File: config.mk
export PLATFORM = sky130hd
export DESIGN_NAME = lock_sequencer
export DESIGN_NICKNAME = d
export VERILOG_FILES = /design/src/rtl/lock_pkg.sv /design/src/rtl/lock_level_stepper.sv /design/src/rtl/lock_sequencer.sv
export SDC_FILE = /design/constraint.sdc
export NUM_CORES = 1
export LEC_CHECK = 0
export BUFFER_PORTS_ARGS = -buffer_cell sky130_fd_sc_hd__clkbuf_2
export CAP_MARGIN = 20
export CORE_ASPECT_RATIO = 1.1
export CORE_MARGIN = 2
export CORE_UTILIZATION = 45
export CTS_CLUSTER_SIZE = 10
export DETAILED_ROUTE_END_ITERATION = 8
export PLACE_DENSITY_LB_ADDON = 0.15
export SLEW_MARGIN = 20
export SYNTH_ARGS = -nofsm -noshare
export SYNTH_HDL_FRONTEND = slang
export SYNTH_SLANG_ARGS = --single-unit
File: constraint.sdc
create_clock -name clk -period 6.3 [get_ports clk]
set_input_delay 0.315 -clock clk [delete_from_list [all_inputs] [get_ports clk]]
set_output_delay 0.315 -clock clk [all_outputs]
set_load 0.02 [all_outputs]
File: src/rtl/lock_pkg.sv
// Shared types and default timing for the canal lock sequencer.
// State encoding is visible on the debug/LED output, so the values are fixed.
package lock_pkg;

    typedef enum logic [3:0] {
        IDLE   = 4'd0,
        EQ1    = 4'd1,
        OPEN1  = 4'd2,
        ENTER  = 4'd3,
        CLOSE1 = 4'd4,
        EQ2    = 4'd5,
        OPEN2  = 4'd6,
        EXIT   = 4'd7,
        CLOSE2 = 4'd8
    } state_t;

    typedef enum logic {
        SIDE_OUTER = 1'b0,
        SIDE_INNER = 1'b1
    } side_t;

    localparam int DEF_LEVEL_W       = 32'sd8;
    localparam int DEF_FILL_DIV      = 32'sd4;
    localparam int DEF_GATE_CYCLES   = 32'sd3;
    localparam int DEF_ENTER_TIMEOUT = 32'sd16;
    localparam int DEF_LOCK_INIT     = 32'sd0;

    // Counter width able to hold 0..n-1, never narrower than one bit.
    function automatic int cnt_w(input int n);
        return (n > 32'sd1) ? $clog2(n) : 32'sd1;
    endfunction

    function automatic side_t other_side(input side_t s);
        return (s == SIDE_OUTER) ? SIDE_INNER : SIDE_OUTER;
    endfunction

endpackage

File: src/rtl/lock_level_stepper.sv
// Chamber water level: steps one unit toward the target every FILL_DIV enabled
// cycles and reports the valve demand and equality with the target.
module lock_level_stepper
    import lock_pkg::*;
#(
    parameter int LEVEL_W   = DEF_LEVEL_W,
    parameter int FILL_DIV  = DEF_FILL_DIV,
    parameter int LOCK_INIT = DEF_LOCK_INIT
) (
    input  logic               clk,
    input  logic               reset,
    input  logic               i_enable,
    input  logic               i_hold,
    input  logic [LEVEL_W-1:0] i_target,
    output logic [LEVEL_W-1:0] o_lock_level,
    output logic               o_fill_valve,
    output logic               o_drain_valve,
    output logic               o_at_target
);

    localparam int               DIV_W    = cnt_w(FILL_DIV);
    localparam logic [DIV_W-1:0] DIV_LAST = DIV_W'(FILL_DIV - 1);

    logic [LEVEL_W-1:0] r_level;
    logic [DIV_W-1:0]   r_div;
    logic               w_below;
    logic               w_above;
    logic               w_moving;
    logic               w_terminal;

    // Direction decode against the registered level; valves follow it directly.
    always_comb begin
        w_below    = (r_level < i_target);
        w_above    = (r_level > i_target);
        w_moving   = i_enable & ~i_hold & (w_below | w_above);
        w_terminal = w_moving & (r_div == DIV_LAST);
    end

    // Step divider and level register; hold freezes both.
    always_ff @(posedge clk) begin
        if (reset) begin
            r_level <= LEVEL_W'(LOCK_INIT);
            r_div   <= '0;
        end else if (i_hold) begin
            r_level <= r_level;
            r_div   <= r_div;
        end else if (!w_moving) begin
            r_div   <= '0;
        end else if (w_terminal) begin
            r_div   <= '0;
            r_level <= w_below ? (r_level + LEVEL_W'(1'b1)) : (r_level - LEVEL_W'(1'b1));
        end else begin
            r_div   <= r_div + DIV_W'(1'b1);
        end
    end

    assign o_lock_level  = r_level;
    assign o_fill_valve  = i_enable & ~i_hold & w_below;
    assign o_drain_valve = i_enable & ~i_hold & w_above;
    assign o_at_target   = ~(w_below | w_above);

endmodule

File: src/rtl/lock_sequencer.sv
// One gondola transit through the canal lock: side arbitration, equalisation,
// gate sequencing with entry timeout, and the debug state output.
module lock_sequencer
    import lock_pkg::*;
#(
    parameter int LEVEL_W       = DEF_LEVEL_W,
    parameter int FILL_DIV      = DEF_FILL_DIV,
    parameter int GATE_CYCLES   = DEF_GATE_CYCLES,
    parameter int ENTER_TIMEOUT = DEF_ENTER_TIMEOUT,
    parameter int LOCK_INIT     = DEF_LOCK_INIT
) (
    input  logic               clk,
    input  logic               reset,
    input  logic               req_outer,
    input  logic               req_inner,
    input  logic               gondola_in,
    input  logic               gondola_out,
    input  logic               hold,
    input  logic [LEVEL_W-1:0] outer_level,
    input  logic [LEVEL_W-1:0] inner_level,
    output logic [LEVEL_W-1:0] lock_level,
    output logic               outer_gate_open,
    output logic               inner_gate_open,
    output logic               fill_valve,
    output logic               drain_valve,
    output logic               busy,
    output logic               serving_inner,
    output logic               aborted,
    output logic [3:0]         state
);

    localparam int            GW        = cnt_w(GATE_CYCLES);
    localparam int            TW        = cnt_w(ENTER_TIMEOUT);
    localparam logic [GW-1:0] GATE_LAST = GW'(GATE_CYCLES - 1);
    localparam logic [TW-1:0] TO_LAST   = TW'(ENTER_TIMEOUT - 1);

    state_t             r_state;
    side_t              r_last_served;
    side_t              r_serving;
    logic [LEVEL_W-1:0] r_target;
    logic [GW-1:0]      r_gcnt;
    logic [TW-1:0]      r_tcnt;
    logic               r_pend_outer;
    logic               r_pend_inner;
    logic               r_abort_txn;
    logic               r_aborted;
    logic               r_outer_gate;
    logic               r_inner_gate;
    logic               r_busy;

    logic               w_any_pend;
    side_t              w_pick;
    logic               w_leave_idle;
    logic [LEVEL_W-1:0] w_entry_level;
    logic [LEVEL_W-1:0] w_exit_level;
    logic               w_eq_active;
    logic               w_at_target;

    // Round-robin pick; a lone request always wins regardless of history.
    always_comb begin
        w_any_pend = r_pend_outer | r_pend_inner;
        if (r_pend_outer && r_pend_inner) begin
            w_pick = other_side(r_last_served);
        end else if (r_pend_inner) begin
            w_pick = SIDE_INNER;
        end else begin
            w_pick = SIDE_OUTER;
        end
        w_leave_idle  = (r_state == IDLE) & ~hold & w_any_pend;
        w_entry_level = (w_pick == SIDE_INNER) ? inner_level : outer_level;
        w_exit_level  = (r_serving == SIDE_INNER) ? outer_level : inner_level;
        w_eq_active   = (r_state == EQ1) || (r_state == EQ2);
    end

    // Pending capture runs even under hold; clearing the served side wins over a same-cycle request.
    always_ff @(posedge clk) begin
        if (reset) begin
            r_pend_outer <= 1'b0;
            r_pend_inner <= 1'b0;
        end else begin
            r_pend_outer <= (w_leave_idle && (w_pick == SIDE_OUTER)) ? 1'b0 : (r_pend_outer | req_outer);
            r_pend_inner <= (w_leave_idle && (w_pick == SIDE_INNER)) ? 1'b0 : (r_pend_inner | req_inner);
        end
    end

    // Transit sequencing with registered gate commands, busy and abort pulse.
    always_ff @(posedge clk) begin
        if (reset) begin
            r_state       <= IDLE;
            r_last_served <= SIDE_INNER;
            r_serving     <= SIDE_OUTER;
            r_target      <= LEVEL_W'(LOCK_INIT);
            r_gcnt        <= '0;
            r_tcnt        <= '0;
            r_abort_txn   <= 1'b0;
            r_aborted     <= 1'b0;
            r_outer_gate  <= 1'b0;
            r_inner_gate  <= 1'b0;
            r_busy        <= 1'b0;
        end else if (hold) begin
            r_aborted <= 1'b0;
        end else begin
            r_aborted <= 1'b0;
            case (r_state)
                IDLE: begin
                    if (w_any_pend) begin
                        r_state     <= EQ1;
                        r_serving   <= w_pick;
                        r_target    <= w_entry_level;
                        r_abort_txn <= 1'b0;
                        r_busy      <= 1'b1;
                    end
                end
                EQ1: begin
                    if (w_at_target) begin
                        r_state      <= OPEN1;
                        r_gcnt       <= '0;
                        r_outer_gate <= (r_serving == SIDE_OUTER);
                        r_inner_gate <= (r_serving == SIDE_INNER);
                    end
                end
                OPEN1: begin
                    if (r_gcnt == GATE_LAST) begin
                        r_state <= ENTER;
                        r_gcnt  <= '0;
                        r_tcnt  <= '0;
                    end else begin
                        r_gcnt <= r_gcnt + GW'(1'b1);
                    end
                end
                ENTER: begin
                    if (gondola_in) begin
                        r_state <= CLOSE1;
                        r_gcnt  <= '0;
                    end else if (r_tcnt == TO_LAST) begin
                        r_state     <= CLOSE1;
                        r_gcnt      <= '0;
                        r_aborted   <= 1'b1;
                        r_abort_txn <= 1'b1;
                    end else begin
                        r_tcnt <= r_tcnt + TW'(1'b1);
                    end
                end
                CLOSE1: begin
                    if (r_gcnt == GATE_LAST) begin
                        r_gcnt       <= '0;
                        r_outer_gate <= 1'b0;
                        r_inner_gate <= 1'b0;
                        if (r_abort_txn) begin
                            r_state       <= IDLE;
                            r_busy        <= 1'b0;
                            r_last_served <= r_serving;
                        end else begin
                            r_state  <= EQ2;
                            r_target <= w_exit_level;
                        end
                    end else begin
                        r_gcnt <= r_gcnt + GW'(1'b1);
                    end
                end
                EQ2: begin
                    if (w_at_target) begin
                        r_state      <= OPEN2;
                        r_gcnt       <= '0;
                        r_outer_gate <= (r_serving == SIDE_INNER);
                        r_inner_gate <= (r_serving == SIDE_OUTER);
                    end
                end
                OPEN2: begin
                    if (r_gcnt == GATE_LAST) begin
                        r_state <= EXIT;
                        r_gcnt  <= '0;
                    end else begin
                        r_gcnt <= r_gcnt + GW'(1'b1);
                    end
                end
                EXIT: begin
                    if (gondola_out) begin
                        r_state <= CLOSE2;
                        r_gcnt  <= '0;
                    end
                end
                CLOSE2: begin
                    if (r_gcnt == GATE_LAST) begin
                        r_state       <= IDLE;
                        r_gcnt        <= '0;
                        r_outer_gate  <= 1'b0;
                        r_inner_gate  <= 1'b0;
                        r_busy        <= 1'b0;
                        r_last_served <= r_serving;
                    end else begin
                        r_gcnt <= r_gcnt + GW'(1'b1);
                    end
                end
                default: begin
                    r_state      <= IDLE;
                    r_outer_gate <= 1'b0;
                    r_inner_gate <= 1'b0;
                    r_busy       <= 1'b0;
                end
            endcase
        end
    end

    lock_level_stepper #(
        .LEVEL_W   (LEVEL_W),
        .FILL_DIV  (FILL_DIV),
        .LOCK_INIT (LOCK_INIT)
    ) u_stepper (
        .clk           (clk),
        .reset         (reset),
        .i_enable      (w_eq_active),
        .i_hold        (hold),
        .i_target      (r_target),
        .o_lock_level  (lock_level),
        .o_fill_valve  (fill_valve),
        .o_drain_valve (drain_valve),
        .o_at_target   (w_at_target)
    );

    assign outer_gate_open = r_outer_gate;
    assign inner_gate_open = r_inner_gate;
    assign busy            = r_busy;
    assign serving_inner   = (r_serving == SIDE_INNER);
    assign aborted         = r_aborted;
    assign state           = r_state;

endmodule
After elaboration in Yosys (flattened, before gate mapping)
Index checks and enable logic that the tools add are counted.

storage, ports and cells
  flip-flop bits (word level) = 37
  output and inout port bits = 19

operators by class
  reductions and logical operators = 28
  eq/ne operators = 27
  bitwise logic cells = 17
  mux-type cells = 51
  add/sub/neg operators = 5
  magnitude comparators = 2

operators by type and width
  operator             number
  $mux 4               12
  $mux 8               6
  $pmux 4 s9           1
  $reduce_and 5->1     6
  $ne 2x2->1 const B   14
  $eq 4x3->1 const B   4
  $mux 1               16
  $pmux 8 s2           1
  $mux 2               7
  $pmux 1 s4           3
  $reduce_and 10->1    1
  $add 8x1->8 const B  1
  $eq 4x2->1 const B   2
  $eq 4x4->1 const B   2
  $gt 8x8->1           1
  $lt 8x8->1           1
  $pmux 2 s4           1
  $pmux 4 s2           1
  $reduce_bool 2->1    4
  $reduce_or 2->1      4
  $reduce_or 4->1      2
  $sub 8x1->8 const B  1
  $and 1x1->1          7
  $not 1->1            6
  17 further kinds     26

Longest topological paths before layout
  word-level depth = 7
  depth in mapped cells = 14
  depth with buffers taken out = 14

By module
From an unflattened synthesis, not the netlist that was laid out.

unflattened totals
  cells, all modules = 286
  area, all modules = 2403.6 um^2

modules (own cells, without submodules)
  module              area each (um^2)  sequential area each (um^2)  cells an instance  instances
  lock_sequencer      1461.4            540.5                        176                1
  lock_level_stepper  942.2             200.2                        110                1

Least setup slack after synthesis
No wires, ideal clock.

  path kind = reg-to-reg
  start = reg u_stepper.r_level[1] (netlist: u_stepper.o_lock_level[1])
  end = reg u_stepper.r_level[7] (netlist: u_stepper.o_lock_level[7])
  slack = 3.133 ns
  setup time = 0.121 ns
  path buffers = 0
  arrival = 3.046 ns
  stages on the path, launching flop included = 13
  path through = dfxtp_1 -> ha_1 -> nor2b_1 -> o211ai_1 -> a21boi_0 -> nand2b_1 -> ha_1 -> nand3_1 -> o211ai_1 -> o41ai_1 -> or3_1 -> a21oi_1 -> mux2_2

between the ends
  word-level cells in the longest chain between the ends = 5
  elaborated cells on any way between the ends = 9

ends and longest elaborated chain
  element                                   RTL line                                            text
  from (decl)                               lock_level_stepper.sv:24                            logic [LEVEL_W-1:0] r_level;
  from (signal assigned)                    lock_level_stepper.sv:42                            r_level <= LEVEL_W'(LOCK_INIT);
  from (signal assigned)                    lock_level_stepper.sv:45                            r_level <= r_level;
  from (signal assigned)                    lock_level_stepper.sv:51                            r_level <= w_below ? (r_level + LEVEL_W'(1'b1)) : (r_level - LEVEL_W'(1'b1));
  $lt 8x8->1 or $gt 8x8->1 (tied branches)  lock_level_stepper.sv:33, lock_level_stepper.sv:34
  $or 1x1->1                                lock_level_stepper.sv:35                            w_moving = i_enable & ~i_hold & (w_below | w_above);
  $and 1x1->1                               lock_level_stepper.sv:35
  $and 1x1->1                               lock_level_stepper.sv:36                            w_terminal = w_moving & (r_div == DIV_LAST);
  $reduce_and 3->1 (no line)                --

Several ways; a longest one is shown, not always the timed one.
A chain may end at the register's enable or synchronous reset.

Worst setup path in the final report
Ends and elaborated chain as after synthesis.

==> results.yml <==
clock_tree:
  numCtsBuffers: 5
  cts_resized: 0
  cts_buffer_depth: 2
  cts_setup_buffers: 0
  h-tree-depth: 2
  insertion_delay_ns: 0.30
  cts.sinks: 37
  cts_tree: "yes"
  root_buffer: "clkbuf_8"
  clk_pin_slew_ns: 0.07
  cts-hold-fix-buffers: 0
pwr:
  p_int_uw: 391.3
  clockPowerShare_pct: 28.3
  pwr-share-seq_pct: 43.6
  p_leak_nw: 1.102
  switching_power_uw: 202.1
  max-vdd-ir-drop_v: 0.0001143
  swShare_pct: 34.06
  combPwrFrac_pct: 28.2
  p_per_area_mw_per_mm2: 224.1
timing:
  whs_ns: 0.2742
  setup_violations: 0
  slew_violations: 0
  skew_ns: 0.004053
  fin_tns_setup_ns: 0
  fmax_mhz: 299.3
  period_needed_ns: 3.341
  worstMarginPinSlew_ns: 0.8127
  hold_viol_final: 0
  post-route-period-util_pct: 53.03
  grt_setup_unrepaired: "no"
  max_slew_margin_pct: 45.82
critical_path:
  start_kind: "flop"
  crit_path_end_kind: "flop"
  critPathMaxFanout: 9
  crit_start: "u_stepper.o_lock_level[1]"
  critical_path_arrival_ns: 3.53
  critPathKind: "reg -> reg"
  r2r_end: "u_stepper.o_lock_level[7]"
  r2r_cells: 12
  worstReg2RegStart: "u_stepper.o_lock_level[1]"
  crit_end: "u_stepper.o_lock_level[7]"
  crit_chain: "ha_1, nor2b_1, o211ai_1, a21boi_0, nand2b_1, ha_1, a21oi_1, o211ai_1, o41ai_1, o21ai_0, a21oi_1, mux2_2"
  cp.required_ns: 6.49
  cp_slowest_cell: "dfxtp_1"
  regToRegSetupSlack_ns: 2.96
  slowest_delay_ns: 0.42
synthesis:
  yosys.area.top_type: "dfxtp_1"
  synthArstFlopShare_pct: 0
  synth_seq_cells: 37
  yosys-top-cells-area: "dfxtp_1 (32%), ha_1 (8.5%), nor2_1 (8.0%), mux2i_1 (7.3%), a21oi_1 (5.8%)"
  synth_edf_count: 0
  syn_nets: 330
  yosysUniqueCellTypes: 52
  avgSynthCellArea_um2: 8.090
  synthCells: 290
  ys_warn_count: 0
  synth_top_area_share_pct: 31.57
  synth_area_mm2: 0.002346
  yosys_most_used_dff: "dfxtp_1"
  yosysSeqAreaShare_pct: 31.57
grt:
  grt_pass1_vias: 2012
  antenna_found_initial: 0
  gr-total-overflow: 0
  grt_pass1_wl_um: 8873
  grt_max_degree: 39
  grt_usage_pct: 19.27
die:
  fp.dieW_um: 72.85
  initial_core_util_pct: 46.61
  die_area_mm2: 0.005808
  coreArea_mm2: 0.005034
  io_pins: 42
  dieHeight_um: 79.73
  rows: 27
run_status:
  run_status: "completed"
place:
  hpwl_um: 3708
  gp_congestion: 0.7743
  port_buffers: 41
route:
  wl_per_cell_um: 13.07
  via_per_inst: 5.522
  vias: 2126
  finalWirelength_um: 5032
  drt_first_pass_iters: 4
  drtIter0Drc: 126
  drc: 0
  drtAntennaViolNets: 0
worst_hold_path:
  holdCritPathClass: "in -> reg"
job:
  cap_violations: 0
final_layout:
  layout.nets: 366
  area_delta_synth_final_pct: 12.85
  final_common_cell: "nor2_1"
  drive_gt1_share_pct: 17.74
  final_cell_mix: "nor2_1 (50), clkbuf_2 (41), dfxtp_1 (37), a21oi_1 (27), nand2_1 (20)"
  antenna_cells: 0
==> cells in the mapped netlist (4+ instances only) <==
master    number
xnor2_1        5
nor2_1        50
nand2_1       20
nor2b_1        5
a21oi_1       27
clkbuf_1       5
or3_1          4
nand3_1        4
buf_2          5
dfxtp_1       37
ha_1          16
o21ai_0       12
nor3_1         5
mux2i_1       17
a211oi_1       4
inv_1         15
nand2b_1       6
==> worst min path at each step <==
stage / start / endpoint / depth (start not counted)
after floorplan: r_tcnt[1] / r_tcnt[1] / 2
after global placement: inner_gate_open / inner_gate_open / 2
after detailed placement: inner_gate_open / inner_gate_open / 2
after CTS: req_outer / r_pend_outer / 3
after global routing: req_inner / r_pend_inner / 3
final: req_inner / r_pend_inner / 3
==> per-layer routing <==
metal | up-vias | GRT usage [%] | part of all wire (%)
li1 | 1103 | - | -
met1 | 972 | 23.28 | 46
met2 | 42 | 32.55 | 48
met3 | 9 | 3.283 | 3.8
met4 | 0 | 9.630 | 2.2
met5 | - | 0 | 0
==> logic make-up (layout without fill, tap and decap cells) <==
kind of cell	Yosys count	in the layout	share of synthesized area, %
adders and majority gates	17	17	9.387
AOI/OAI and AO/OA	68	68	18.45
and+or+nand+nor	115	115	24.64
xor gates and xnor gates	6	6	2.240
buffers and inverters	27	64	4.906
DFF	37	37	31.57
muxes	20	20	8.800
==> worst max-delay path, delay by kind of cell, from the launching register on <==
kind	cells	cell delay, ns
fa+ha+maj	2	0.61
simple gates	2	0.46
mux	1	0.34
compound gates	7	1.42
flops	1	0.42
==> power groups by stage <==
stage          Sequential (mW)  Clock (mW)  Combinational (mW)
3_5_place_dp             0.264           0               0.167
2_1_floorplan            0.259           0               0.135
4_1_cts                  0.258       0.174               0.168
6_report                 0.258       0.168               0.167
3_3_place_gp             0.264           0               0.164
5_1_grt                  0.260       0.182               0.193
==> sequential cells by signal, indices dropped and copies added, names as in the netlist <==
signal                  cells
r_tcnt                      4
serving_inner               1
r_abort_txn                 1
u_stepper.o_lock_level      8
busy                        1
u_stepper.r_div             2
outer_gate_open             1
r_gcnt                      2
r_target                    8
aborted                     1
r_pend_outer                1
r_last_served               1
r_pend_inner                1
state                       4
inner_gate_open             1
==> layout make-up <==
class | count | area [µm²]
clock buffers | 6 | 72.57
clock inverters | 2 | 10.01
fillers | 502 | 2386
inverters | 15 | 56.30
multi-input cells | 226 | 1490
flip-flops and latches | 37 | 740.7
well taps | 58 | 72.57
repair buffers | 41 | 205.2
==> stage by stage <==
| step | total power [mW] | std cells | worst slack (ns) | util (%) | area [µm²] |
|---|---|---|---|---|---|
| finish | 0.5934 | 385 | 2.959 | 52.60 | 2648 |
| global route | 0.6349 | 385 | 2.540 | 52.60 | 2648 |
| CTS | 0.6005 | 385 | 2.959 | 52.60 | 2648 |
| detailed placement | 0.4312 | 377 | 2.972 | 50.96 | 2565 |
| global placement | 0.4277 | 377 | 3.044 | 50.96 | 2565 |
| floorplan | 0.3943 | 290 | 3.133 | - | 2346 |
(Power assumes the default switching activity.)
